[config.mk]
export PLATFORM = sky130hd
export DESIGN_NAME = decoupled_skid_slice
export DESIGN_NICKNAME = d
export VERILOG_FILES = /design/src/rtl/skid_slice_pkg.sv /design/src/rtl/decoupled_skid_slice.sv
export SDC_FILE = /design/constraint.sdc
export NUM_CORES = 1
export LEC_CHECK = 0
export BUFFER_PORTS_ARGS = -buffer_cell sky130_fd_sc_hd__buf_2
export CORE_AREA = 5 5 42 44
export DETAILED_ROUTE_END_ITERATION = 10
export DIE_AREA = 0 0 47 49
export SKIP_LAST_GASP = 1
export SLEW_MARGIN = 25
export SYNTH_ARGS = -nofsm -noshare
export SYNTH_HDL_FRONTEND = slang
export SYNTH_SLANG_ARGS = --single-unit
[constraint.sdc]
create_clock -name clock -period 2 [get_ports clock]
set_input_delay 0.1 -clock clock [delete_from_list [all_inputs] [get_ports clock]]
set_output_delay 0.1 -clock clock [all_outputs]
set_load 0.05 [all_outputs]
[src/rtl/skid_slice_pkg.sv]
// Shared types for the decoupled skid slice: occupancy-encoded state and count width.
package skid_slice_pkg;

    localparam int unsigned SKID_CNT_W = 2;

    // Encoding doubles as the occupancy count driven on io_count.
    typedef enum logic [SKID_CNT_W-1:0] {
        EMPTY = 2'd0,
        ONE   = 2'd1,
        FULL  = 2'd2
    } skid_state_e;

endpackage

[src/rtl/decoupled_skid_slice.sv]
// Two-entry registered skid buffer on a ready/valid channel; cuts both the
// valid/data path and the ready path while sustaining one beat per cycle.
module decoupled_skid_slice
    import skid_slice_pkg::*;
#(
    parameter int unsigned WIDTH = 3
) (
    input  logic                  clock,
    input  logic                  reset,
    input  logic                  io_enq_valid,
    output logic                  io_enq_ready,
    input  logic [WIDTH-1:0]      io_enq_bits,
    output logic                  io_deq_valid,
    input  logic                  io_deq_ready,
    output logic [WIDTH-1:0]      io_deq_bits,
    input  logic                  io_flush,
    output logic [SKID_CNT_W-1:0] io_count
);

    skid_state_e      r_state;
    logic             r_valid;
    logic [WIDTH-1:0] r_main;
    logic [WIDTH-1:0] r_skid;

    skid_state_e      w_state_nxt;
    logic             w_enq_fire;
    logic             w_deq_fire;
    logic             w_load_main_enq;
    logic             w_load_main_skid;
    logic             w_load_skid;

    // Ready looks only at state and flush, never at io_deq_ready.
    assign io_enq_ready = (r_state != FULL) & ~io_flush;
    assign w_enq_fire   = io_enq_valid & io_enq_ready;
    assign w_deq_fire   = r_valid & io_deq_ready;

    assign io_deq_valid = r_valid;
    assign io_deq_bits  = r_main;
    assign io_count     = r_state;

    always_ff @(posedge clock or posedge reset) begin
        if (reset) begin
            r_state <= EMPTY;
            r_valid <= 1'b0;
        end else begin
            r_state <= w_state_nxt;
            r_valid <= (w_state_nxt != EMPTY);
        end
    end

    always_comb begin
        w_state_nxt      = r_state;
        w_load_main_enq  = 1'b0;
        w_load_main_skid = 1'b0;
        w_load_skid      = 1'b0;
        if (io_flush) begin
            w_state_nxt = EMPTY;
        end else begin
            case (r_state)
                EMPTY: begin
                    if (w_enq_fire) begin
                        w_state_nxt     = ONE;
                        w_load_main_enq = 1'b1;
                    end
                end
                ONE: begin
                    if (w_enq_fire && w_deq_fire) begin
                        w_load_main_enq = 1'b1;
                    end else if (w_enq_fire) begin
                        w_state_nxt = FULL;
                        w_load_skid = 1'b1;
                    end else if (w_deq_fire) begin
                        w_state_nxt = EMPTY;
                    end
                end
                FULL: begin
                    if (w_deq_fire) begin
                        w_state_nxt      = ONE;
                        w_load_main_skid = 1'b1;
                    end
                end
                default: w_state_nxt = EMPTY;
            endcase
        end
    end

    // Payload flops are not cleared on dequeue; head keeps the last written value.
    always_ff @(posedge clock or posedge reset) begin
        if (reset) begin
            r_main <= '0;
            r_skid <= '0;
        end else begin
            if (w_load_main_enq) begin
                r_main <= io_enq_bits;
            end else if (w_load_main_skid) begin
                r_main <= r_skid;
            end
            if (w_load_skid) begin
                r_skid <= io_enq_bits;
            end
        end
    end

endmodule

==> summary.md <==
| Metric | Value |
|---|---|
| Worst setup EP type | `output port` |
| Die H | `49 um` |
| Number of global-route vias before repair | `423` |
| CP Launch Type | `flop` |
| Final WL | `1100 um` |
| Sink Count | `9` |
| Reg power frac | `0.421` |
| Post-Syn Area | `503 um2` |
| Die area | `2300 um2` |
| Die width | `47 um` |
| Ports | `15` |
| Max stage delay on crit path | `0.48 ns` |
| Worst Path Required | `1.90 ns` |
| Max frequency | `705 MHz` |
| Skew-Pair Late Insertion Delay | `0.26 ns` |
| Ranking of synthesized cells by area | `dfrtp_1, mux2_4, a21boi_4` |
| Initial antenna violation count | `0` |
| #FFs+latches synth | `9` |
| Worst VDD drop | `0.489 mV` |
| Wirelength per Cell | `13.8 um` |
| Area leader, netlist | `dfrtp_1` |
| Vias per std cell | `5.08` |
| Non-Filler Instances | `80` |
| Syn avg cell area | `10.9 um2` |
| Clk root buf | `clkbuf_4` |
| H-tree depth | `1` |
| Ys flop type | `dfrtp_1` |
| Fin Setup TNS | `0 ns` |
| Largest net degree at the start of global routing | `13` |
| Simple-gate share of the synthesized area | `0.226` |
| WS Path Type | `flop to output port` |
| HP Class | `input port to flop` |
| ANT nets after route | `0` |
| Slew Limit Fails | `0` |
| NumNets Final | `73` |
| Seq/Total Area, Yosys | `0.448` |
| Dpl hpwl | `831 um` |
| Gp weighted congestion | `0.764` |
| EDFF count, synth | `0` |
| Worst slew pin tran | `0.363 ns` |
| Syn nets | `54` |
| First-pass detailed-route iteration total | `2` |
| Lkg Pwr | `0.298 nW` |
| Pint | `0.386 mW` |
| DR DRC count | `0` |
| Row cnt | `14` |
| Share of layout cells above drive strength 1 | `0.359` |
| Core area | `1400 um2` |
| Gr usage total | `0.110` |
| # port buffers | `14` |
| Post-CTS Resized | `0` |
| Worst-path cell with the longest stage delay | `dfrtp_1` |
| Combinational Power Share | `0.352` |
| Crit-path leading delay family | `flip-flops` |
| DR vias | `406` |
| TritonCTS Buffers | `3` |
| Tcrit/Tclk final | `0.710` |
| Status | `completed` |
| Gr ovfl total | `0` |
| RSZ-0062 raised after global routing | `no` |
| Period minus WS final | `1.42 ns` |
| Clock slew at reported path FFs | `0.07 ns` |
| Inst Count DP | `75` |
| Clock network power share | `0.227` |
| Largest family of logic cells by synthesized area | `simple AND/OR/NAND/NOR gates` |
| Final setup fails | `0` |
| CTS tree | `built` |
| DR iter-0 viols | `7` |
| Synth-to-layout area growth | `24.4%` |
| Clock Path Buffers | `2` |
| Synth Instances | `46` |
| Most frequent cell after synthesis | `dfrtp_1` |
| Crit-path cells | `and2b_1, nor2_1, buf_2` |
| Sw Share | `0.374` |
| Worst Skew | `0.0101 ns` |
| Top cell type's share of synthesized area | `0.448` |
| Post-synthesis xor/xnor area fraction | `0` |
| Cell variety after synth | `26` |
| Starting Density | `0.359` |
| FF-to-FF setup slack | `0.68 ns` |
| Crit path DAT | `1.32 ns` |
| Global-route wire length before repair | `1830 um` |
| Mux cell area share after synthesis | `0.109` |
| Ys async rst share | `1.00` |
| Post-CTS Setup Inserts | `0` |
| Synth Area in Compound Gates | `0.187` |
| Synthesis Warnings | `0` |
| Power Dens Cells | `986 nW/um2` |
| Maxcap violations | `0` |
| Ant diodes | `0` |
| Fin. Hold Viols | `0` |
| Switching pwr | `0.231 mW` |
| Post-Synth Adder-Cell Area | `0` |
| CP Buf/Inv Count | `1` |
| Relative slew slack | `0.758` |
| CTS Hold Bufs | `1` |
| CP Max Fanout | `10` |
path summary, 6_finish.rpt:
kind | start | endpoint | cells after the start
max | io_count[1] | io_enq_ready | 3
min | io_enq_bits[2] | r_skid[2] | 2
max reg2reg | io_count[1] | r_skid[1] | 3
min reg2reg | r_skid[1] | r_skid[1] | 1
max in group asynchronous | reset | io_deq_bits[1] | 3
min in group asynchronous | reset | io_count[1] | 3
cell type report:
cell class / instances / area [um2]
clock buffer: 4 / 26.3
fill: 150 / 776
inverter: 3 / 11.3
multi-input combinational: 33 / 263
sequential: 9 / 225
tap: 16 / 20.0
timing repair buffer: 15 / 80.1
power groups by stage:
| stage | Sequential [mW] | Combinational, mW | Clock (mW) |
|---|---|---|---|
| floorplan | 0.330 | 0.0963 | 0 |
| finish | 0.260 | 0.217 | 0.140 |
| CTS | 0.259 | 0.219 | 0.145 |
| global route | 0.266 | 0.229 | 0.153 |
| detailed placement | 0.263 | 0.217 | 0 |
| global placement | 0.261 | 0.216 | 0 |
worst reg2reg max path: cells and delay by family, from the launching register on:
| family | cells | cell delay, ns |
|---|---|---|
| flip-flops | 1 | 0.48 |
| AND/OR/NAND/NOR | 2 | 0.41 |
| multiplexers | 1 | 0.30 |
logic make-up (layout without fill, tap and decap cells):
logic type	count (synthesis)	after routing
AOI/OAI and AO/OA	13	13
and+or+nand+nor	16	16
muxes	4	4
DFF	9	9
buffers and inverters	4	22
routing by layer:
| metal | global-route usage | vias to the layer above | routed length (um) |
|---|---|---|---|
| met4 | 0.0553 | 0 | 18 |
| li1 | - | 206 | - |
| met5 | 0 | - | 0 |
| met1 | 0.147 | 191 | 552 |
| met2 | 0.154 | 7 | 483 |
| met3 | 0.0332 | 2 | 50 |
registers in the layout, summed over array words and instances, names as in the netlist:
name and flops:
r_skid 3, io_deq_bits 3, io_deq_valid 1, io_count 2
metrics by stage:
step | util | total power [mW] | cell area [um2] | setup slack (ns) | hold WS [ns]
after floorplan | - | 0.427 | 503 | 0.319 | -0.0721
after global placement | 0.421 | 0.477 | 589 | 0.708 | 0.0812
after detailed placement | 0.421 | 0.480 | 589 | 0.705 | 0.0924
after CTS | 0.446 | 0.623 | 626 | 0.578 | 0.0928
after global routing | 0.446 | 0.648 | 626 | 0.488 | 0.0938
final | 0.446 | 0.617 | 626 | 0.581 | 0.102
cell usage in the layout (no fill, tap or decap), types with 2 or more instances in the layout:
cell type  count
nor3_1         3
a31oi_1        3
a21oi_1        2
mux2_4         3
dfrtp_1        9
nand3b_1       2
buf_2         14
clkbuf_4       3
inv_1          3
o21ai_0        3
Power figures use the tool's default switching activity.
